<file path="src/rtl/aes_pkg.sv">
// Shared AES-128 key-schedule definitions: FSM encoding, round constants, sizes.
// Latency: n/a (types, constants and a pure function only).
// Backpressure: n/a.
package aes_pkg;

  localparam int NR       = 10;
  localparam int NB_BYTES = 16;

  typedef enum logic [2:0] {
    IDLE,
    LOAD,
    READY,
    STREAM,
    EXPAND,
    DONE
  } state_t;

  // Round constant for the round being produced (1..10); other indices give 00.
  function automatic logic [7:0] rcon(input logic [3:0] rnd);
    logic [7:0] val;
    case (rnd)
      4'd1:    val = 8'h01;
      4'd2:    val = 8'h02;
      4'd3:    val = 8'h04;
      4'd4:    val = 8'h08;
      4'd5:    val = 8'h10;
      4'd6:    val = 8'h20;
      4'd7:    val = 8'h40;
      4'd8:    val = 8'h80;
      4'd9:    val = 8'h1b;
      4'd10:   val = 8'h36;
      default: val = 8'h00;
    endcase
    return val;
  endfunction

endpackage

</file>
<file path="src/rtl/aes_sbox.sv">
// AES forward S-box, one byte in, one byte out.
// Latency: combinational.
// Backpressure: none.
module aes_sbox (
  input  logic [7:0] din,
  output logic [7:0] dout
);

  localparam logic [0:255][7:0] SBOX = {
    8'h63, 8'h7c, 8'h77, 8'h7b, 8'hf2, 8'h6b, 8'h6f, 8'hc5, 8'h30, 8'h01, 8'h67, 8'h2b, 8'hfe, 8'hd7, 8'hab, 8'h76,
    8'hca, 8'h82, 8'hc9, 8'h7d, 8'hfa, 8'h59, 8'h47, 8'hf0, 8'had, 8'hd4, 8'ha2, 8'haf, 8'h9c, 8'ha4, 8'h72, 8'hc0,
    8'hb7, 8'hfd, 8'h93, 8'h26, 8'h36, 8'h3f, 8'hf7, 8'hcc, 8'h34, 8'ha5, 8'he5, 8'hf1, 8'h71, 8'hd8, 8'h31, 8'h15,
    8'h04, 8'hc7, 8'h23, 8'hc3, 8'h18, 8'h96, 8'h05, 8'h9a, 8'h07, 8'h12, 8'h80, 8'he2, 8'heb, 8'h27, 8'hb2, 8'h75,
    8'h09, 8'h83, 8'h2c, 8'h1a, 8'h1b, 8'h6e, 8'h5a, 8'ha0, 8'h52, 8'h3b, 8'hd6, 8'hb3, 8'h29, 8'he3, 8'h2f, 8'h84,
    8'h53, 8'hd1, 8'h00, 8'hed, 8'h20, 8'hfc, 8'hb1, 8'h5b, 8'h6a, 8'hcb, 8'hbe, 8'h39, 8'h4a, 8'h4c, 8'h58, 8'hcf,
    8'hd0, 8'hef, 8'haa, 8'hfb, 8'h43, 8'h4d, 8'h33, 8'h85, 8'h45, 8'hf9, 8'h02, 8'h7f, 8'h50, 8'h3c, 8'h9f, 8'ha8,
    8'h51, 8'ha3, 8'h40, 8'h8f, 8'h92, 8'h9d, 8'h38, 8'hf5, 8'hbc, 8'hb6, 8'hda, 8'h21, 8'h10, 8'hff, 8'hf3, 8'hd2,
    8'hcd, 8'h0c, 8'h13, 8'hec, 8'h5f, 8'h97, 8'h44, 8'h17, 8'hc4, 8'ha7, 8'h7e, 8'h3d, 8'h64, 8'h5d, 8'h19, 8'h73,
    8'h60, 8'h81, 8'h4f, 8'hdc, 8'h22, 8'h2a, 8'h90, 8'h88, 8'h46, 8'hee, 8'hb8, 8'h14, 8'hde, 8'h5e, 8'h0b, 8'hdb,
    8'he0, 8'h32, 8'h3a, 8'h0a, 8'h49, 8'h06, 8'h24, 8'h5c, 8'hc2, 8'hd3, 8'hac, 8'h62, 8'h91, 8'h95, 8'he4, 8'h79,
    8'he7, 8'hc8, 8'h37, 8'h6d, 8'h8d, 8'hd5, 8'h4e, 8'ha9, 8'h6c, 8'h56, 8'hf4, 8'hea, 8'h65, 8'h7a, 8'hae, 8'h08,
    8'hba, 8'h78, 8'h25, 8'h2e, 8'h1c, 8'ha6, 8'hb4, 8'hc6, 8'he8, 8'hdd, 8'h74, 8'h1f, 8'h4b, 8'hbd, 8'h8b, 8'h8a,
    8'h70, 8'h3e, 8'hb5, 8'h66, 8'h48, 8'h03, 8'hf6, 8'h0e, 8'h61, 8'h35, 8'h57, 8'hb9, 8'h86, 8'hc1, 8'h1d, 8'h9e,
    8'he1, 8'hf8, 8'h98, 8'h11, 8'h69, 8'hd9, 8'h8e, 8'h94, 8'h9b, 8'h1e, 8'h87, 8'he9, 8'hce, 8'h55, 8'h28, 8'hdf,
    8'h8c, 8'ha1, 8'h89, 8'h0d, 8'hbf, 8'he6, 8'h42, 8'h68, 8'h41, 8'h99, 8'h2d, 8'h0f, 8'hb0, 8'h54, 8'hbb, 8'h16
  };

  assign dout = SBOX[din];

endmodule

</file>
<file path="src/rtl/aes_key_expand.sv">
// AES-128 on-the-fly key expansion: byte-serial key load, byte-serial round-key stream.
// Latency: next -> byte 0 one cycle later, 16 bytes back to back; 4-cycle expand between rounds.
// Backpressure: none on the stream; the consumer paces rounds with next, offered only while ready.
module aes_key_expand #(
  parameter int NR = 10
) (
  input  logic       clock,
  input  logic       reset,
  input  logic       start,
  input  logic       key_valid,
  input  logic [7:0] key_in,
  input  logic       next,
  output logic [7:0] rk_byte,
  output logic       rk_valid,
  output logic [3:0] round_idx,
  output logic       ready,
  output logic       done
);

  import aes_pkg::*;

  state_t        state;
  state_t        state_nxt;
  logic [127:0]  key_q;      // current round key, word 0 / byte 0 in the MSBs
  logic [3:0]    cnt;        // byte counter in LOAD/STREAM, word counter in EXPAND
  logic [31:0]   rot_word;
  logic [31:0]   sub_word;
  logic [31:0]   temp_word;
  logic [31:0]   new_word;

  // SubWord(RotWord(last word)): rotate left one byte, then four parallel S-boxes.
  assign rot_word = {key_q[23:0], key_q[31:24]};

  for (genvar g = 0; g < 4; g++) begin : g_sbox
    aes_sbox u_sbox (
      .din  (rot_word[8*g +: 8]),
      .dout (sub_word[8*g +: 8])
    );
  end

  // key_q is used as a 4-word window: MSW is w[i-4], LSW is w[i-1], so every
  // expand step is the same shift regardless of which word is being produced.
  assign temp_word = (cnt[1:0] == 2'd0) ? (sub_word ^ {rcon(round_idx + 4'd1), 24'h000000})
                                        : key_q[31:0];
  assign new_word  = key_q[127:96] ^ temp_word;

  assign rk_valid = (state == STREAM);
  assign rk_byte  = rk_valid ? key_q[127:120] : 8'h00;
  assign ready    = (state == READY);
  assign done     = (state == DONE);

  // State register.
  always_ff @(posedge clock) begin
    if (reset) state <= IDLE;
    else       state <= state_nxt;
  end

  // Next-state decode; stray start/next/key_valid outside their states fall through.
  always_comb begin
    state_nxt = state;
    case (state)
      IDLE, DONE: if (start) state_nxt = LOAD;
      LOAD:       if (key_valid && cnt == 4'(NB_BYTES - 1)) state_nxt = READY;
      READY:      if (next) state_nxt = STREAM;
      STREAM: begin
        if (cnt == 4'(NB_BYTES - 1)) state_nxt = (round_idx == 4'(NR)) ? DONE : EXPAND;
      end
      EXPAND:     if (cnt == 4'd3) state_nxt = READY;
      default:    state_nxt = IDLE;
    endcase
  end

  // Key register, counters and round index.
  always_ff @(posedge clock) begin
    if (reset) begin
      key_q     <= '0;
      cnt       <= '0;
      round_idx <= '0;
    end else begin
      case (state)
        IDLE, DONE: begin
          if (start) begin
            cnt       <= '0;
            round_idx <= '0;
          end
        end
        LOAD: begin
          if (key_valid) begin
            key_q <= {key_q[119:0], key_in};
            cnt   <= cnt + 4'd1;
          end
        end
        STREAM: begin
          // Rotate so the outgoing byte is always the MSB; 16 rotations restore the key.
          key_q <= {key_q[119:0], key_q[127:120]};
          cnt   <= cnt + 4'd1;
        end
        EXPAND: begin
          key_q <= {key_q[95:0], new_word};
          if (cnt == 4'd3) begin
            cnt       <= '0;
            round_idx <= round_idx + 4'd1;
          end else begin
            cnt <= cnt + 4'd1;
          end
        end
        default: ;
      endcase
    end
  end

endmodule

</file>
<file path="config.mk">
export PLATFORM = sky130hd
export DESIGN_NAME = aes_key_expand
export DESIGN_NICKNAME = d
export VERILOG_FILES = /design/src/rtl/aes_pkg.sv /design/src/rtl/aes_sbox.sv /design/src/rtl/aes_key_expand.sv
export SDC_FILE = /design/constraint.sdc
export NUM_CORES = 1
export LEC_CHECK = 0
export ABC_CLOCK_PERIOD_IN_PS = 8300
export CORE_MARGIN = 10
export CORE_UTILIZATION = 35
export CTS_CLUSTER_DIAMETER = 200
export DETAILED_ROUTE_END_ITERATION = 10
export PLACE_DENSITY = 0.52
export SYNTH_ARGS = -nofsm -noshare
export SYNTH_HDL_FRONTEND = slang
export SYNTH_SLANG_ARGS = --single-unit
</file>
<file path="constraint.sdc">
create_clock -name clock -period 8.3 [get_ports clock]
set_input_delay 2.075 -clock clock [delete_from_list [all_inputs] [get_ports clock]]
set_output_delay 2.075 -clock clock [all_outputs]
set_load 0.02 [all_outputs]
</file>
==> impl_metrics.xml <==
<?xml version="1.0" encoding="UTF-8"?>
<metrics>
  <group name="power_and_ir_drop">
    <metric name="fin_total_pwr" unit="mW">6.06</metric>
    <metric name="powerDensity" unit="mW/mm²">283</metric>
    <metric name="vdd_ir_drop_max" unit="mV">0.119</metric>
    <metric name="power.static_leakage" unit="nW">6.98</metric>
  </group>
  <group name="worst_setup_path">
    <metric name="setup.worst_path.class" unit="">flip-flop to output pin</metric>
    <metric name="worst_r2r_path_depth" unit="">11</metric>
    <metric name="cells_along_the_critical_path" unit="">nor2b_1 -&gt; nand2_1 -&gt; inv_1 -&gt; nand2_1 -&gt; inv_1 -&gt; clkdlybuf4s50_1</metric>
    <metric name="timing.critical_path.fanout_max" unit="">12</metric>
    <metric name="regToRegEndpoint" unit="">key_q[1]</metric>
    <metric name="critPathMaxStageDelay" unit="ps">860</metric>
    <metric name="worst-r2r-setup-slack" unit="ps">3970</metric>
    <metric name="worstPathBufferInverterCount" unit="">3</metric>
    <metric name="endpoint_kind" unit="">output pin</metric>
    <metric name="crit_family" unit="">simple AND/OR/NAND/NOR gates</metric>
    <metric name="data_required_critical_path" unit="ps">6230</metric>
    <metric name="timing.critical_path.from_type" unit="">flip-flop</metric>
    <metric name="launch_instance_of_the_worst_register_to_register_path" unit="">key_q[25]</metric>
    <metric name="cp_slowest_cell" unit="">sky130_fd_sc_hd__nor2b_1</metric>
    <metric name="critical_path_arrival" unit="ps">3170</metric>
  </group>
  <group name="drt">
    <metric name="drc_errors" unit="">0</metric>
    <metric name="antenna_violating_nets_post_route" unit="">0</metric>
    <metric name="vias_per_cell" unit="">7.04</metric>
    <metric name="detail_route.wl_per_cell" unit="µm">27.5</metric>
    <metric name="first_pass_iters" unit="">8</metric>
    <metric name="first_iter_violations" unit="">3784</metric>
    <metric name="postRouteWirelength" unit="µm">100000</metric>
    <metric name="total_via_count_after_detailed_routing" unit="">25733</metric>
  </group>
  <group name="synth">
    <metric name="synth.lib_cells_used.distinct" unit="">99</metric>
    <metric name="synth_edf_count" unit="">0</metric>
    <metric name="synth_fa_ha_area_share" unit="%">4.04</metric>
    <metric name="yosys_most_used_dff" unit="">sky130_fd_sc_hd__dfxtp_1</metric>
    <metric name="main_combinational_cell_family_by_area_after_synthesis" unit="">compound AO/OA/AOI/OAI gates</metric>
    <metric name="synth_compound_gate_area_share" unit="%">37.8</metric>
    <metric name="syn-mean-instance-area" unit="µm²">6.65</metric>
    <metric name="synthMuxAreaShare" unit="%">4.79</metric>
    <metric name="synthTopCellsByCount" unit="">sky130_fd_sc_hd__nand2_1 (395), sky130_fd_sc_hd__nor2_1 (318), sky130_fd_sc_hd__o21ai_0 (236)</metric>
    <metric name="synthMostInstantiatedCell" unit="">sky130_fd_sc_hd__nand2_1</metric>
    <metric name="xor_xnor_fraction_of_synth_area" unit="%">2.31</metric>
    <metric name="synth_top_area_share" unit="%">13.4</metric>
    <metric name="syn-num-nets" unit="">3211</metric>
    <metric name="synth.area.top_cells" unit="">sky130_fd_sc_hd__dfxtp_1 (13%), sky130_fd_sc_hd__nand2_1 (7.1%), sky130_fd_sc_hd__nor2_1 (5.7%)</metric>
    <metric name="synth_simple_gate_area_share" unit="%">28.6</metric>
    <metric name="synth.yosys.seq_area_share" unit="%">13.4</metric>
    <metric name="syn_inst" unit="">3133</metric>
    <metric name="ys_warn_count" unit="">0</metric>
    <metric name="postSynth.asyncResetShare" unit="%">0</metric>
    <metric name="yosys_register_bits" unit="">139</metric>
    <metric name="synthDominantAreaCellType" unit="">sky130_fd_sc_hd__dfxtp_1</metric>
    <metric name="syn-cell-area" unit="mm²">0.0208</metric>
  </group>
  <group name="outcome">
    <metric name="run_status" unit="">complete, no violations</metric>
  </group>
  <group name="layout">
    <metric name="diodes" unit="">0</metric>
    <metric name="final_design_area_no_fill" unit="mm²">0.0214</metric>
    <metric name="fin_util" unit="%">36.3</metric>
    <metric name="finished_layout_cells" unit="">3657</metric>
    <metric name="layout_cell_share_with_drive_strength_beyond_1" unit="%">6.48</metric>
    <metric name="nNetsFinal" unit="">2949</metric>
    <metric name="syn_to_final_growth" unit="%">2.93</metric>
  </group>
  <group name="placement">
    <metric name="place_inst" unit="">3625</metric>
    <metric name="count_of_input_and_output_buffers" unit="">27</metric>
    <metric name="gp_congestion" unit="">1.01</metric>
    <metric name="place_ws" unit="ps">3300</metric>
    <metric name="postPlaceCellArea" unit="mm²">0.0208</metric>
    <metric name="detailed_place_hpwl" unit="µm">66300</metric>
  </group>
  <group name="worst_hold_path">
    <metric name="min_from" unit="">key_q[74]</metric>
    <metric name="hold_path_class" unit="">flip-flop to flip-flop</metric>
    <metric name="min_to" unit="">key_q[82]</metric>
    <metric name="count_of_cells_along_the_worst_hold_path" unit="">2</metric>
  </group>
  <group name="die">
    <metric name="chipHeight" unit="µm">264</metric>
    <metric name="die_width" unit="µm">264</metric>
    <metric name="std_cell_rows" unit="">89</metric>
    <metric name="die_footprint" unit="mm²">0.0697</metric>
    <metric name="starting_density_of_the_core" unit="%">35.3</metric>
    <metric name="design.portCount" unit="">28</metric>
    <metric name="placeableCoreArea" unit="mm²">0.0590</metric>
  </group>
  <group name="global_route">
    <metric name="grt_start_max_net_pins" unit="">103</metric>
    <metric name="grtUsageTotal" unit="%">26.9</metric>
    <metric name="grt_overflow" unit="">0</metric>
    <metric name="grt_first_pass_wirelength" unit="µm">151000</metric>
    <metric name="vias_in_the_first_global_route" unit="">23238</metric>
    <metric name="antenna_violations_before_repair" unit="">0</metric>
  </group>
  <group name="clock_network">
    <metric name="clock-root-buffer" unit="">sky130_fd_sc_hd__clkbuf_16</metric>
    <metric name="cts.htree.levels" unit="">4</metric>
    <metric name="buffers_inserted_by_post_cts_timing_repair" unit="">0</metric>
    <metric name="cts_tree" unit="">built</metric>
    <metric name="clock_sink_count" unit="">139</metric>
    <metric name="cts_hold_buf" unit="">0</metric>
    <metric name="cts_inserted_buffers" unit="">17</metric>
    <metric name="post_cts_resize_count" unit="">0</metric>
    <metric name="worst_skew_pair.late_latency" unit="ps">430</metric>
    <metric name="cts.reportedPaths.clkPinSlew" unit="ps">60</metric>
    <metric name="deepest_clock_path_buffer_count" unit="">2</metric>
  </group>
  <group name="sta">
    <metric name="tns" unit="ps">0</metric>
    <metric name="worst_slew_margin_rel" unit="%">26.6</metric>
    <metric name="fmax" unit="MHz">190</metric>
    <metric name="hold-worst-slack" unit="ps">496</metric>
    <metric name="setup_slack" unit="ps">3050</metric>
    <metric name="final.period_utilization" unit="%">63.2</metric>
    <metric name="finalMaxSlewViolations" unit="">0</metric>
    <metric name="worst_slew_pin_slew" unit="ps">1100</metric>
    <metric name="clock_skew" unit="ps">10.1</metric>
    <metric name="final_min_period" unit="ps">5250</metric>
    <metric name="setup_viol" unit="">0</metric>
    <metric name="timing.final.hold_violations" unit="">0</metric>
    <metric name="rsz0062_at_grt" unit="">false</metric>
  </group>
  <group name="flow_run">
    <metric name="cap_viol_max_count" unit="">0</metric>
  </group>
</metrics>
-- worst min-delay path, stage by stage (launching register included) --
cell	delay, ps
sky130_fd_sc_hd__dfxtp_1	320
sky130_fd_sc_hd__nand2_1	60
sky130_fd_sc_hd__a311oi_1	70
-- worst max-delay path by stage --
stage | start | to | cells after the start
5_1_grt | state[0] | rk_byte[5] | 6
2_1_floorplan | state[0] | rk_byte[5] | 7
3_3_place_gp | key_valid | key_q[1] | 9
6_report | state[0] | rk_byte[5] | 6
4_1_cts | state[0] | rk_byte[5] | 6
3_5_place_dp | key_valid | key_q[1] | 9
-- registers in the layout, indices dropped and copies added, names as in the netlist --
signal / cells
key_q: 128
round_idx: 4
cnt: 4
state: 3
-- area by class of cell --
cell class | instances | area [µm²]
well taps | 773 | 967
flip-flops and latches | 139 | 2820
inverters | 54 | 203
fillers | 6412 | 37600
clock inverters | 9 | 85.1
clock buffers | 23 | 509
multi-input cells | 2577 | 16200
repair buffers | 82 | 681
-- cell families (layout without fill, tap and decap cells) --
logic type / after synthesis / after routing
flops: 139 / 139
mux: 68 / 68
xor+xnor: 55 / 55
simple gates: 1252 / 1252
compound gates: 1135 / 1135
buf+inv: 417 / 168
fa+ha+maj: 67 / 67
-- routing by layer --
metal / track usage (%) / share of wire [%] / routed length, µm
met3: 4.25 / 10 / 10400
met1: 37.0 / 42 / 41900
met4: 12.8 / 5.1 / 5090
met2: 40.3 / 43 / 43000
met5: 0 / 0 / 0
-- where the power goes --
| part | internal [mW] | switching (mW) |
|---|---|---|
| sequential | 0.738 | 0.140 |
| combinational | 1.41 | 3.01 |
| clock | 0.462 | 0.304 |
-- layout by cell type (no fill, tap or decap), types with 24 or more instances in the layout --
master                            count
sky130_fd_sc_hd__inv_1               41
sky130_fd_sc_hd__nor2_1             318
sky130_fd_sc_hd__and2_1              25
sky130_fd_sc_hd__xor2_1              27
sky130_fd_sc_hd__nand3_1             65
sky130_fd_sc_hd__o211ai_1            52
sky130_fd_sc_hd__o22ai_1             40
sky130_fd_sc_hd__ha_1                64
sky130_fd_sc_hd__a311oi_1           124
sky130_fd_sc_hd__nand2_1            395
sky130_fd_sc_hd__dfxtp_1            123
sky130_fd_sc_hd__o221ai_1            29
sky130_fd_sc_hd__a221oi_1            29
sky130_fd_sc_hd__nor2b_1             85
sky130_fd_sc_hd__o31ai_1             35
sky130_fd_sc_hd__buf_4               56
sky130_fd_sc_hd__nor4_1              26
sky130_fd_sc_hd__a211oi_1            64
sky130_fd_sc_hd__clkdlybuf4s50_1     26
sky130_fd_sc_hd__nor3_1             106
sky130_fd_sc_hd__xnor2_1             28
sky130_fd_sc_hd__nand2b_1            92
sky130_fd_sc_hd__a31oi_1             59
sky130_fd_sc_hd__mux2i_1             31
sky130_fd_sc_hd__mux4_2              24
sky130_fd_sc_hd__o311ai_0            34
sky130_fd_sc_hd__o21ai_0            236
sky130_fd_sc_hd__a21oi_1            204
No activity file was read; power rests on OpenSTA's default activity.
